===== src/rtl/operand_fetch_sb.sv =====
// Operand fetch front end: register-file read addressing, write-back bypass,
// per-register pending-write scoreboard and a one-entry valid/ready stage into EX.
module operand_fetch_sb #(
  parameter int DATA_W = 32,
  parameter int ADDR_W = 5,
  parameter int CNT_W  = 2
) (
  input  logic              clk,
  input  logic              rst,
  input  logic              flush,
  input  logic              issue_valid,
  output logic              issue_ready,
  input  logic [ADDR_W-1:0] issue_rs,
  input  logic [ADDR_W-1:0] issue_rt,
  input  logic              issue_use_rs,
  input  logic              issue_use_rt,
  input  logic [ADDR_W-1:0] issue_rd,
  input  logic              issue_wen,
  output logic [ADDR_W-1:0] rf_rsc,
  output logic [ADDR_W-1:0] rf_rtc,
  output logic              rf_ena,
  input  logic [DATA_W-1:0] rf_rs,
  input  logic [DATA_W-1:0] rf_rt,
  input  logic              wb_valid,
  input  logic [ADDR_W-1:0] wb_rdc,
  input  logic [DATA_W-1:0] wb_data,
  output logic              op_valid,
  input  logic              op_ready,
  output logic [DATA_W-1:0] op_a,
  output logic [DATA_W-1:0] op_b,
  output logic [ADDR_W-1:0] op_rd,
  output logic              op_wen,
  output logic              stall_raw,
  output logic              sb_err
);
  localparam int                NREG     = 1 << ADDR_W;
  localparam logic [CNT_W-1:0]  CNT_ZERO = {CNT_W{1'b0}};
  localparam logic [CNT_W-1:0]  CNT_ONE  = CNT_W'(1'b1);
  localparam logic [CNT_W-1:0]  CNT_MAX  = {CNT_W{1'b1}};
  localparam logic [ADDR_W-1:0] REG_ZERO = {ADDR_W{1'b0}};

  logic [CNT_W-1:0] cnt_r     [NREG];
  logic [CNT_W-1:0] cnt_nxt_s [NREG];
  logic             haz_rs_s;
  logic             haz_rt_s;
  logic             waw_s;
  logic             accept_s;
  logic             err_set_s;

  // A last pending write retiring this very cycle is covered by the bypass.
  function automatic logic src_hazard(input logic use_src, input logic [ADDR_W-1:0] src,
                                      input logic [CNT_W-1:0] cnt, input logic wbv,
                                      input logic [ADDR_W-1:0] wbr);
    return use_src && (src != REG_ZERO) && (cnt != CNT_ZERO) &&
           !(wbv && (wbr == src) && (cnt == CNT_ONE));
  endfunction

  function automatic logic [DATA_W-1:0] pick(input logic [ADDR_W-1:0] src,
                                             input logic [DATA_W-1:0] rf_d, input logic wbv,
                                             input logic [ADDR_W-1:0] wbr,
                                             input logic [DATA_W-1:0] wbd);
    if (src == REG_ZERO) begin
      return {DATA_W{1'b0}};
    end else if (wbv && (wbr == src)) begin
      return wbd;
    end else begin
      return rf_d;
    end
  endfunction

  assign rf_rsc = issue_rs;
  assign rf_rtc = issue_rt;

  // Hazard detection and issue handshake.
  always_comb begin
    haz_rs_s    = src_hazard(issue_use_rs, issue_rs, cnt_r[issue_rs], wb_valid, wb_rdc);
    haz_rt_s    = src_hazard(issue_use_rt, issue_rt, cnt_r[issue_rt], wb_valid, wb_rdc);
    waw_s       = issue_wen && (issue_rd != REG_ZERO) && (cnt_r[issue_rd] == CNT_MAX);
    stall_raw   = issue_valid && (haz_rs_s || haz_rt_s || waw_s);
    issue_ready = (!op_valid || op_ready) && !stall_raw && !flush;
    accept_s    = issue_valid && issue_ready;
  end

  // Scoreboard next state; a flush drops both new issues and retiring writes.
  always_comb begin
    err_set_s = 1'b0;
    for (int i = 0; i < NREG; i++) begin
      if (flush || (i == 0)) begin
        cnt_nxt_s[i] = CNT_ZERO;
      end else if (accept_s && issue_wen && (issue_rd == ADDR_W'(i)) &&
                   wb_valid && (wb_rdc == ADDR_W'(i))) begin
        cnt_nxt_s[i] = cnt_r[i];
      end else if (accept_s && issue_wen && (issue_rd == ADDR_W'(i))) begin
        cnt_nxt_s[i] = cnt_r[i] + CNT_ONE;
      end else if (wb_valid && (wb_rdc == ADDR_W'(i))) begin
        if (cnt_r[i] == CNT_ZERO) begin
          cnt_nxt_s[i] = CNT_ZERO;
          err_set_s    = 1'b1;
        end else begin
          cnt_nxt_s[i] = cnt_r[i] - CNT_ONE;
        end
      end else begin
        cnt_nxt_s[i] = cnt_r[i];
      end
    end
  end

  // Scoreboard counters and sticky error flag.
  always_ff @(posedge clk or posedge rst) begin
    if (rst) begin
      for (int i = 0; i < NREG; i++) begin
        cnt_r[i] <= CNT_ZERO;
      end
      sb_err <= 1'b0;
    end else begin
      for (int i = 0; i < NREG; i++) begin
        cnt_r[i] <= cnt_nxt_s[i];
      end
      sb_err <= sb_err || err_set_s;
    end
  end

  // One-entry output stage toward EX.
  always_ff @(posedge clk or posedge rst) begin
    if (rst) begin
      op_valid <= 1'b0;
      op_a     <= {DATA_W{1'b0}};
      op_b     <= {DATA_W{1'b0}};
      op_rd    <= REG_ZERO;
      op_wen   <= 1'b0;
    end else if (flush) begin
      op_valid <= 1'b0;
    end else if (accept_s) begin
      op_valid <= 1'b1;
      op_a     <= pick(issue_rs, rf_rs, wb_valid, wb_rdc, wb_data);
      op_b     <= pick(issue_rt, rf_rt, wb_valid, wb_rdc, wb_data);
      op_rd    <= issue_rd;
      op_wen   <= issue_wen;
    end else if (op_ready) begin
      op_valid <= 1'b0;
    end else begin
      op_valid <= op_valid;
    end
  end

  // Register-file enable comes up on the first clock after reset release.
  always_ff @(posedge clk or posedge rst) begin
    if (rst) begin
      rf_ena <= 1'b0;
    end else begin
      rf_ena <= 1'b1;
    end
  end

endmodule

===== config.mk =====
export PLATFORM = sky130hd
export DESIGN_NAME = operand_fetch_sb
export DESIGN_NICKNAME = d
export VERILOG_FILES = /design/src/rtl/operand_fetch_sb.sv
export SDC_FILE = /design/constraint.sdc
export NUM_CORES = 1
export LEC_CHECK = 0
export BUFFER_PORTS_ARGS = -buffer_cell sky130_fd_sc_hd__buf_4
export CELL_PAD_IN_SITES_DETAIL_PLACEMENT = 2
export CELL_PAD_IN_SITES_GLOBAL_PLACEMENT = 2
export CORE_MARGIN = 8
export CORE_UTILIZATION = 31
export DETAILED_ROUTE_END_ITERATION = 16
export PLACE_DENSITY_LB_ADDON = 0.3
export SYNTH_ARGS = -nofsm -noshare
export SYNTH_HDL_FRONTEND = slang
export SYNTH_SLANG_ARGS = --single-unit

===== constraint.sdc =====
create_clock -name clk -period 4.1 [get_ports clk]
set_input_delay 0.205 -clock clk [delete_from_list [all_inputs] [get_ports clk]]
set_output_delay 0.205 -clock clk [all_outputs]
set_load 0.01 [all_outputs]

==> results.sh <==
export IMPL_r2r_cells=10
export IMPL_synth_seq_cells=135
export IMPL_slowest_stage="a311oi_1"
export IMPL_post_cts_setup_buffers=0
export IMPL_n_antenna_cell=0
export IMPL_drt_wl_total_um=48200
export IMPL_max_freq_mhz=266
export IMPL_die_w_um=202
export IMPL_status="finished with violations"
export IMPL_p_per_area_mw_per_mm2=333
export IMPL_synth_edf_count=0
export IMPL_drtPass1Iterations=6
export IMPL_die_area_mm2=0.0409
export IMPL_yosysWarnings=0
export IMPL_start_util_pct=31.3
export IMPL_yosysSeqAreaShare_pct=31.5
export IMPL_path_clk_slew_ps=70
export IMPL_hold_viol=10
export IMPL_endpoint_kind="flop"
export IMPL_ant_nets=0
export IMPL_fp_dieH_um=202
export IMPL_r2r_start="cnt_r[48]$_DFFE_PP0P_"
export IMPL_yosys_most_used_dff="dfrtp_1"
export IMPL_r2r_end="sb_err$_DFF_PP0_"
export IMPL_rsz0062_at_grt="no"
export IMPL_totalPowerFinal_mw=4.47
export IMPL_path_max_fanout=41
export IMPL_routed_via_density=5.77
export IMPL_grt_overflow=0
export IMPL_grtUsageTotal_pct=23.3
export IMPL_cts_inserted_buffers=17
export IMPL_ys_types=66
export IMPL_synth_top_cells_by_count="dfrtp_1 (135), nand2_1 (135), ha_1 (93)"
export IMPL_vias=10600
export IMPL_leakage_nw=5.76
export IMPL_crit_path_max_incr_delay_ps=600
export IMPL_antenna_found_initial=0
export IMPL_cp_start_kind="flop"
export IMPL_cts_buffer_depth=2
export IMPL_vdd_drop_max_mv=0.287
export IMPL_syn_area_per_cell_um2=9.08
export IMPL_max_slew_margin_pct=34.7
export IMPL_cpLargestDelayFamily="compound AO/OA/AOI/OAI gates"
export IMPL_placed_cell_area_mm2=0.0129
export IMPL_cp_cell_sequence="inv_1 -> mux4_2 -> a211o_1 -> a211oi_1 -> nor4_4 -> buf_12 -> a311oi_1 -> a2111oi_0 -> and4_1 -> a41oi_1"
export IMPL_crit_type="reg -> reg"
export IMPL_arrival_ps=4120
export IMPL_worst_slew_pin_slew_ps=979
export IMPL_io_pins=210
export IMPL_drv_slew=0
export IMPL_fin_area_mm2=0.0134
export IMPL_synth_cell_area_mm2=0.0107
export IMPL_num_rows=68
export IMPL_ys_top_cells_by_area="dfrtp_1 (31%), ha_1 (11%), mux2i_1 (7.3%)"
export IMPL_hold_slack_ps=-45.3
export IMPL_wire_per_inst_um=26.2
export IMPL_r2r_slack_ps=340
export IMPL_grt_max_degree=94
export IMPL_synth_top_area_share_pct=31.5
export IMPL_synthArstFlopShare_pct=100
export IMPL_yosysTopAreaCell="dfrtp_1"
export IMPL_clk_insertion_delay_late_ps=450
export IMPL_synth_cells=1183
export IMPL_drcViolationCount=0
export IMPL_finalSetupViolations=0
export IMPL_drive_above_1_share_pct=24.6
export IMPL_grt_pass1_wl_um=73500
export IMPL_htreeDepth=4
export IMPL_drt_iter0_markers=765
export IMPL_cts_sinks=135
export IMPL_cts_root_buf="clkbuf_16"
export IMPL_tns_ps=0
export IMPL_drv_cap=0
export IMPL_core_mm2=0.0344
export IMPL_finalCritPeriodShare_pct=91.6
export IMPL_nNetsFinal=1585
export IMPL_buffer_ports_inserted=209
export IMPL_place_hpwl_um=36900
export IMPL_place_gp_congestion=0.917
export IMPL_synth_nets=1401
export IMPL_cts_repair_resized=0
export IMPL_syn_to_final_growth_pct=24.9
export IMPL_cts_tree="yes"
export IMPL_violations="hold timing"
export IMPL_hold_class="in -> async"
export IMPL_required_ps=4470
export IMPL_path_buf_inv=2
export IMPL_grt_pass1_vias=11600
export IMPL_finalClockSkew_ps=11.1
export IMPL_fin_crit_ps=3760
export IMPL_cts_hold_fix_buffers=0
stage by stage:
step | worst slack (ps) | util [%] | std cells
6_report | 343 | 39.0 | 1835
4_1_cts | 420 | 39.0 | 1835
5_1_grt | 209 | 39.0 | 1835
2_1_floorplan | 284 | - | 1183
3_3_place_gp | 413 | 37.4 | 1803
3_5_place_dp | 302 | 37.4 | 1803
cell usage in the layout, fill, tap and decap left out, types with 6 or more instances in the layout:
cell type	synthesis	routed
a2111oi_0	8	8
a211oi_1	7	7
a21o_1	6	6
a21oi_1	42	42
a2bb2oi_1	8	8
a311oi_1	11	11
a31o_2	6	6
a31oi_1	32	32
and3_1	14	13
buf_4	12	247
clkbuf_16	0	17
dfrtp_1	135	135
ha_1	93	93
inv_1	89	88
mux2_1	6	6
mux2_2	7	7
mux2i_1	78	78
mux4_2	29	29
nand2_1	135	135
nand2b_1	8	8
nand3_1	59	58
nand3b_1	8	8
nand4_1	21	21
nor2_1	68	67
nor2b_1	10	10
nor3_1	22	20
o211ai_1	7	7
o21ai_0	9	9
o221ai_1	10	10
o22ai_1	10	10
o311ai_0	6	6
o31ai_1	70	70
xnor2_1	7	7
xor2_1	16	16
how the worst max path moves through the flow:
stage               cells past startpoint             startpoint                    to  slack, ps
detailed placement                     12            issue_rs[0]      sb_err$_DFF_PP0_        300
CTS                                    11  cnt_r[26]$_DFFE_PP0P_      sb_err$_DFF_PP0_        420
finish                                 10  cnt_r[48]$_DFFE_PP0P_      sb_err$_DFF_PP0_        340
global route                           10  cnt_r[48]$_DFFE_PP0P_      sb_err$_DFF_PP0_        210
global placement                       11            issue_rt[2]      sb_err$_DFF_PP0_        410
floorplan                               1                    rst  cnt_r[0]$_DFFE_PP0P_        280
per-layer routing:
layer  global-route usage [%]  wire length [µm]
met5                        0                 0
met4                     8.96              1520
met3                     5.92              3420
met2                     37.0             21700
met1                     30.0             21500
final cells by class:
cell class | instances | area, µm²
inverters | 89 | 339
well taps | 455 | 569
multi-input cells | 875 | 6680
fillers | 3783 | 21000
flip-flops and latches | 135 | 3380
clock buffers | 18 | 439
repair buffers | 249 | 1890
clock inverters | 14 | 124
cells by family (layout without fill, tap and decap cells):
group           after synthesis  in the layout  synth area share (%)
simple gates                377            377                  16.9
compound gates              261            261                  17.5
buf+inv                     173            370                  6.73
flops                       135            135                  31.5
mux                         120            120                  14.7
fa+ha+maj                    93             93                  10.8
xor+xnor                     23             23                  1.88
other cells                   1              1                0.0349
state kept, by name, summed over array words and instances (netlist names):
| signal | flops |
|---|---|
| cnt_r | 62 |
| op_a | 32 |
| op_b | 32 |
| op_rd | 5 |
| op_valid | 1 |
| op_wen | 1 |
| rf_ena | 1 |
| sb_err | 1 |
report_power, final:
group | total [mW] | internal [mW] | switching, mW
combinational | 1.26 | 0.557 | 0.701
clock | 1.53 | 0.851 | 0.674
sequential | 1.68 | 1.54 | 0.139
Power figures use the tool's default switching activity.
